==> config.mk <==
export PLATFORM = sky130hd
export DESIGN_NAME = shield_ram_burst_reader
export DESIGN_NICKNAME = d
export VERILOG_FILES = /design/src/rtl/shield_ram_burst_reader.sv
export SDC_FILE = /design/constraint.sdc
export NUM_CORES = 2
export LEC_CHECK = 0
export CAP_MARGIN = 25
export CORE_AREA = 3 3 437 439
export CTS_BUF_LIST = sky130_fd_sc_hd__clkbuf_4 sky130_fd_sc_hd__clkbuf_8
export DETAILED_ROUTE_END_ITERATION = 12
export DIE_AREA = 0 0 440 442
export PLACE_DENSITY = 0.51
export SYNTH_ARGS = -nofsm -noshare
export SYNTH_HDL_FRONTEND = slang
export SYNTH_SLANG_ARGS = --single-unit
==> constraint.sdc <==
create_clock -name clk -period 46.5 [get_ports clk]
set_clock_uncertainty 0.1 [all_clocks]
set_input_delay 6.975 -clock clk [delete_from_list [all_inputs] [get_ports clk]]
set_output_delay 6.975 -clock clk [all_outputs]
set_load 0.05 [all_outputs]
==> src/rtl/shield_ram_burst_reader.sv <==
// Burst read engine for the synchronous shield_ram read port: one command becomes sequential reads
// delivered on a valid/ready stream. Define SHIELD_RAM_READER_PERF_EN to build the beat/stall counters.
module shield_ram_burst_reader #(
  parameter int DATA_WIDTH = 512,
  parameter int ADDR_WIDTH = 8,
  parameter int LEN_WIDTH  = 8
) (
  input  logic                  clk,
  input  logic                  rst,
  input  logic                  cmd_valid,
  output logic                  cmd_ready,
  input  logic [ADDR_WIDTH-1:0] cmd_addr,
  input  logic [LEN_WIDTH-1:0]  cmd_len,
  output logic [ADDR_WIDTH-1:0] ram_rd_addr,
  input  logic [DATA_WIDTH-1:0] ram_rd_data,
  output logic                  out_valid,
  input  logic                  out_ready,
  output logic [DATA_WIDTH-1:0] out_data,
  output logic                  out_last,
  output logic                  busy,
  output logic [31:0]           perf_beats,
  output logic [31:0]           perf_stalls
);

  // Handshake rule on both streams: a transfer happens on a rising edge where valid and ready are
  // both 1; once out_valid is up it stays up with out_data/out_last frozen until out_ready is seen.

  typedef enum logic [1:0] {IDLE, READ, DRAIN} state_t;

  state_t                state_q, state_d;
  logic [ADDR_WIDTH-1:0] cur_addr_q, cur_addr_d;
  logic [ADDR_WIDTH-1:0] rd_addr_q, rd_addr_d;
  logic [LEN_WIDTH-1:0]  remaining_q, remaining_d;
  logic                  inflight_q, inflight_d;
  logic                  inflight_last_q, inflight_last_d;
  logic [DATA_WIDTH-1:0] fifo_data_q [2];
  logic [DATA_WIDTH-1:0] fifo_data_d [2];
  logic [1:0]            fifo_last_q, fifo_last_d;
  logic                  rd_ptr_q, rd_ptr_d;
  logic                  wr_ptr_q, wr_ptr_d;
  logic [1:0]            count_q, count_d;

  logic                  pop;
  logic                  push;
  logic                  issue;
  logic [2:0]            credit_used;

  assign out_valid   = (count_q != 2'd0);
  assign out_data    = fifo_data_q[rd_ptr_q];
  assign out_last    = out_valid & fifo_last_q[rd_ptr_q];
  assign cmd_ready   = (state_q == IDLE);
  assign busy        = (state_q != IDLE);
  assign pop         = out_valid & out_ready;
  assign push        = inflight_q;

  // Slots already spoken for: buffered beats plus the one in the RAM pipe, minus the beat leaving now.
  assign credit_used = {1'b0, count_q} + {2'b00, inflight_q} - {2'b00, pop};
  assign issue       = (state_q == READ) && (credit_used < 3'd2);

  // The RAM samples its address on the edge, so the issuing address must be combinational.
  assign ram_rd_addr = issue ? cur_addr_q : rd_addr_q;

  always_comb begin
    state_d         = state_q;
    cur_addr_d      = cur_addr_q;
    rd_addr_d       = rd_addr_q;
    remaining_d     = remaining_q;
    inflight_d      = issue;
    inflight_last_d = issue && (remaining_q == '0);
    fifo_data_d     = fifo_data_q;
    fifo_last_d     = fifo_last_q;
    rd_ptr_d        = rd_ptr_q;
    wr_ptr_d        = wr_ptr_q;
    count_d         = count_q + {1'b0, push} - {1'b0, pop};

    if (push) begin
      fifo_data_d[wr_ptr_q] = ram_rd_data;
      fifo_last_d[wr_ptr_q] = inflight_last_q;
      wr_ptr_d              = ~wr_ptr_q;
    end
    if (pop) begin
      rd_ptr_d = ~rd_ptr_q;
    end

    case (state_q)
      IDLE: begin
        if (cmd_valid) begin
          cur_addr_d  = cmd_addr;
          remaining_d = cmd_len;
          state_d     = READ;
        end
      end
      READ: begin
        if (issue) begin
          rd_addr_d   = cur_addr_q;
          cur_addr_d  = cur_addr_q + ADDR_WIDTH'(1);
          remaining_d = remaining_q - LEN_WIDTH'(1);
          if (remaining_q == '0) begin
            state_d = DRAIN;
          end
        end
      end
      DRAIN: begin
        // Leave as soon as the final beat is handed off so a new command can land next cycle.
        if ((count_d == 2'd0) && !inflight_q) begin
          state_d = IDLE;
        end
      end
      default: state_d = IDLE;
    endcase
  end

  always_ff @(posedge clk or posedge rst) begin
    if (rst) begin
      state_q         <= IDLE;
      cur_addr_q      <= '0;
      rd_addr_q       <= '0;
      remaining_q     <= '0;
      inflight_q      <= 1'b0;
      inflight_last_q <= 1'b0;
      fifo_data_q     <= '{default: '0};
      fifo_last_q     <= '0;
      rd_ptr_q        <= 1'b0;
      wr_ptr_q        <= 1'b0;
      count_q         <= 2'd0;
    end else begin
      state_q         <= state_d;
      cur_addr_q      <= cur_addr_d;
      rd_addr_q       <= rd_addr_d;
      remaining_q     <= remaining_d;
      inflight_q      <= inflight_d;
      inflight_last_q <= inflight_last_d;
      fifo_data_q     <= fifo_data_d;
      fifo_last_q     <= fifo_last_d;
      rd_ptr_q        <= rd_ptr_d;
      wr_ptr_q        <= wr_ptr_d;
      count_q         <= count_d;
    end
  end

`ifdef SHIELD_RAM_READER_PERF_EN
  logic [31:0] perf_beats_q, perf_beats_d;
  logic [31:0] perf_stalls_q, perf_stalls_d;

  always_comb begin
    perf_beats_d  = perf_beats_q;
    perf_stalls_d = perf_stalls_q;
    if (pop && (perf_beats_q != 32'hFFFF_FFFF)) begin
      perf_beats_d = perf_beats_q + 32'd1;
    end
    if (out_valid && !out_ready && (perf_stalls_q != 32'hFFFF_FFFF)) begin
      perf_stalls_d = perf_stalls_q + 32'd1;
    end
  end

  always_ff @(posedge clk or posedge rst) begin
    if (rst) begin
      perf_beats_q  <= 32'd0;
      perf_stalls_q <= 32'd0;
    end else begin
      perf_beats_q  <= perf_beats_d;
      perf_stalls_q <= perf_stalls_d;
    end
  end

  assign perf_beats  = perf_beats_q;
  assign perf_stalls = perf_stalls_q;
`else
  assign perf_beats  = 32'd0;
  assign perf_stalls = 32'd0;
`endif

endmodule

# --- Yosys cells after proc, flatten, opt, wreduce, memory -nomap -nowiden ---
# Cells that the tools add are included.
word_totals:
  regBits: 1058
  inputBits: 532
  out_inout_bits: 588
  word_cells: 74
op_classes:
  add_sub_neg: 6
  magnitude_cmp: 7
  eq_ne: 6
  mux: 23
  bitwise: 6
  n_reduce_logical: 14
op_table:
  columns: ["cell", "n"]
  rows:
  - ["$mux 512", 4]
  - ["$bwmux 1024", 1]
  - ["$demux 512 s1", 1]
  - ["$mux 8", 5]
  - ["$pmux 8 s2", 2]
  - ["$add 8x1->8 const B", 1]
  - ["$logic_not 8->1", 1]
  - ["$mux 2", 4]
  - ["$sub 8x1->8 const B", 1]
  - ["$ne 2x2->1 const B", 3]
  - ["$pmux 2 s3", 1]
  - ["$reduce_bool 2->1", 3]
  - ["$logic_and 1x1->1", 5]
  - ["$ge 2x2->1 const B", 2]
  - ["$logic_not 2->1", 2]
  - ["$lt 1x2->1 const B", 2]
  - ["$not 1->2", 2]
  - ["$reduce_and 4->1", 1]
  - ["$add 2x1->3", 1]
  - ["$lt 3x2->1 const B", 1]
  - ["$mux 1", 3]
  - ["$reduce_and 3->1", 1]
  - ["$sub 3x1->3", 1]
  - ["$add 2x1->2", 1]
  - ["other kinds (11)", 13]

# --- Logic depth before layout (Yosys ltp) ---
logic_depth:
  word_depth: 7
  mapped_depth: 14
  mapped_depth_nobuf: 12

# --- Worst setup path before layout ---
# Ideal clock, no wire load.
synth_timing:
  path_kind: "input -> output"
  from: "in out_ready"
  to: "out ram_rd_addr[4]"
  arrival_time_ns: 9.739
  required_ns: 39.425
  slack_ns: 29.686
  path_stages: 10
  path_buffers: 1
  path_cell_list: "and2_1 ha_1 inv_1 ha_1 inv_1 fa_1 xnor2_1 nand3_1 buf_2 o21ai_0"
synth_between:
  elab_chain_cells: 5
synth_rtl:
  columns: ["element", "line_no", "rtl"]
  rows:
  - ["from (decl)", "17", "input logic out_ready,"]
  - ["$and 1x1->1", "53", "assign pop = out_valid & out_ready;"]
  - ["$sub 3x1->3", "57", "assign credit_used = {1'b0, count_q} + {2'b00, inflight_q} - {2'b00, pop};"]
  - ["$lt 3x2->1", "58", "assign issue = (state_q == READ) && (credit_used < 3'd2);"]
  - ["$logic_and 1x1->1", "58", null]
  - ["$mux 8", null, null]
  - ["to (decl)", "14", "output logic [ADDR_WIDTH-1:0] ram_rd_addr,"]
# Every way passes these cells.

# --- Final worst setup path ---
layout_timing:
  from: "in out_ready"
  to: "out ram_rd_addr[0]"
layout_between:
  elab_chain_cells: 5
layout_rtl:
  columns: ["element", "line_no", "rtl"]
  rows:
  - ["$and 1x1->1", "53", null]
  - ["via pop", "43", "logic pop;"]
  - ["$sub 3x1->3", "57", null]
  - ["$lt 3x2->1", "58", null]
  - ["$logic_and 1x1->1", "58", null]
  - ["$mux 8", null, null]
# The timed path passes the listed nets, and every way through them passes these cells.

==> summary.md <==
| Metric | Value |
|---|---|
| Fillers | about 19000 |
| Mapped Cells | about 3000 |
| Max Cap Violations | 0 |
| GP Congestion | between 0.8 and 0.9 |
| Initial antenna violation count | 39 |
| Crit path time final | 17.42 ns |
| Top cells by area, synth | dfrtp_1 (58%), mux2_2 (38%), buf_2 (1.6%) |
| Worst setup EP type | output port |
| Rows | 159 |
| Asr flop ratio synth | 100% |
| RSZ-0062 raised after global routing | no |
| First-pass GRT wire length | around 220000 um |
| Clock latency on the worst-skew pair | ~0.92 ns |
| Fin. max-slew vios | 0 |
| Fin crit share | about 37% |
| Final nets | between 4000 and 5000 |
| Multi-input combinational cell area | 18400 um2 |
| Synthesized area per cell | roughly 15 um2 |
| Worst hold endpoint | rd_addr_q[4]$_DFFE_PP0P_ |
| Syn-to-layout area delta | 37.5% |
| Post-synthesis register bit count | 1058 |
| Most common library cell in the layout ignoring fill and taps | mux2_2 |
| Sequential Area | 26500 um2 |
| Hpwl dp | between 100000 and 150000 um |
| Setup Viol. Count Final | 0 |
| Sequential fraction of the synthesis area | a little under three fifths |
| Worst reg2reg startpoint | inflight_q$_DFF_PP0_ |
| Startpoint type of the worst setup path | input port |
| Share of layout cells above drive strength 1 | between 40% and 50% |
| Library cells used by synthesis | 42 |
| Total GRT Usage | 15.0% |
| Initial drt markers | 1102 |
| IO buf count | about 1100 |
| Slew at the pin with the worst max-slew slack | 1.09 ns |
| Vias in the first global route | 31000 |
| Die W | 440 um |
| Synthesis warning total | 0 |
| WP data required | 39.43 ns |
| Sink Count | approximately 1100 |
| Worst Path Max Fanout | 22 |
| Worst hold start | rd_addr_q[4]$_DFFE_PP0P_ |
| RR Endpoint | fifo_data_q[193]$_DFFE_PP0P_ |
| CTS tree | yes |
| Initial cell density of the core | 24.5% |
| Total gr overflow | 0 |
| IO Pins | 1120 |
| Post-CTS setup buffers | 0 |
| Primary FF master, synth | dfrtp_1 |
| Die ar. | 194000 um2 |
| Biggest area consumer among synthesized cells | dfrtp_1 |
| Hold depth | 2 |
| Root buffer cell | clkbuf_8 |
| Core area | 188000 um2 |
| Longest Clk Path Bufs | 3 |
| CTS Buf Count | 193 |
| Final wirelength | roughly 150000 um |
| # resized after CTS | 0 |
| Drt wl/cell | 22.1 um |
| Max_slew headroom | a little over a quarter |
| CP Class | in2out |
| Reg clk slew, reported paths | 0.06 ns |
| Synth top area share | 57.5% |
| Post-synth EDFFs | 0 |
| Outcome | finished clean |
| Hold Vio Cnt, Final | 0 |
| Vias per std cell | 4.25 |
| Hold crit path type | reg2reg |
| Via count | 28700 |
| ANT nets after route | 0 |
| H-tree Lvls | 4 |
| TritonRoute pass-1 iters | 4 |
| CP arrival | ~10 ns |
| Residual DRC count | 0 |
| FF-to-FF setup slack | 40.38 ns |
| Post-synthesis cell area | 46000 um2 |
| Hold-fix buffers, CTS | 0 |
| Most frequent cells in the layout | mux2_2 (1553), dfrtp_1 (1057), clkdlybuf4s50_1 (1055) |
| Reg2reg path depth | 7 |
| FMAX | 57.4 MHz |
| Largest net degree at the start of global routing | 151 |
| Post-route setup TNS | 0 ns |
| Die Y | between 400 and 500 um |
## per-stage QoR
stage,setup WS (ns),instance area (um2),hold slack (ns),util (%),instances
final,29.08,63300,0.378,33.7,6758
after global placement,29.02,59000,0.367,31.4,6380
after floorplan,9.64,46300,0.339,-,3037
after CTS,29.05,63200,0.379,33.7,6736
after detailed placement,29.06,59000,0.364,31.5,6381
after global routing,28.96,63300,0.409,33.7,6744
## kinds of logic after synthesis
logic type | count (synthesis) | synth area share [%]
multiplexers | 1556 | 38.1
flip-flops | 1058 | 57.5
buffers and inverters | 254 | 2.99
AND/OR/NAND/NOR | 52 | 0.584
AO/OA/AOI/OAI | 45 | 0.617
adder cells (fa/ha/maj) | 5 | 0.152
XOR/XNOR | 3 | 0.0571
other | 1 | 0.00815
## layer usage
layer,GRT usage (%),wire (um),vias to the layer above
met3,5.39,11000,244
met1,17.3,59600,14800
met2,25.8,74500,740
met4,4.41,3640,32
met5,0,196,-
li1,-,-,12900
## registers in the layout, summed over array words and instances (netlist names), 2 cells and up
signal and flops:
fifo_data_q 1024, cur_addr_q 8, rd_addr_q 8, remaining_q 8, count_q 2, fifo_last_q 2
state_q 2
## synthesized netlist by cell type (all sizes together), types with 4 or more instances
library cell	count
mux2	1553
dfrtp	1058
buf	222
clkbuf	20
a21oi	14
nor2	13
inv	12
o21ai	12
nand2	11
nand3	7
nor3	6
ha	4
## worst max-delay path by stage
stage | startpoint | endpoint | slack (ns) | cells after the start
after floorplan | rst | count_q[0]$_DFF_PP0_ | 9.64 | 1
after global placement | out_ready | ram_rd_addr[0] | 29.02 | 12
after detailed placement | out_ready | ram_rd_addr[0] | 29.06 | 12
after CTS | out_ready | ram_rd_addr[0] | 29.05 | 12
after global routing | out_ready | ram_rd_addr[0] | 28.96 | 12
final | out_ready | ram_rd_addr[0] | 29.08 | 12
## worst max-delay path, cell delays in order
cell	delay, ns
clkdlybuf4s50_1	0.45
and2_1	0.15
ha_1	0.24
inv_1	0.06
ha_1	0.13
inv_1	0.05
fa_1	0.41
xnor2_1	0.30
nand3_1	0.15
buf_4	0.31
mux2_2	0.28
clkdlybuf4s50_1	0.81
## final cells by class
| class | instances | area share [%] |
|---|---|---|
| antenna | 19 | 0.0751 |
| inverter | 12 | 0.0830 |
| clock buffer | 321 | 6.12 |
| sequential | 1058 | 41.8 |
| timing repair buffer | 1094 | 17.4 |
| multi-input combinational | 1725 | 29.1 |
| clock inverter | 34 | 0.472 |
| tap | 2495 | 4.93 |
Power is left out: the tool's default activity adds up to more than one toggle a clock period on the data nets, which glitch-free logic cannot reach.
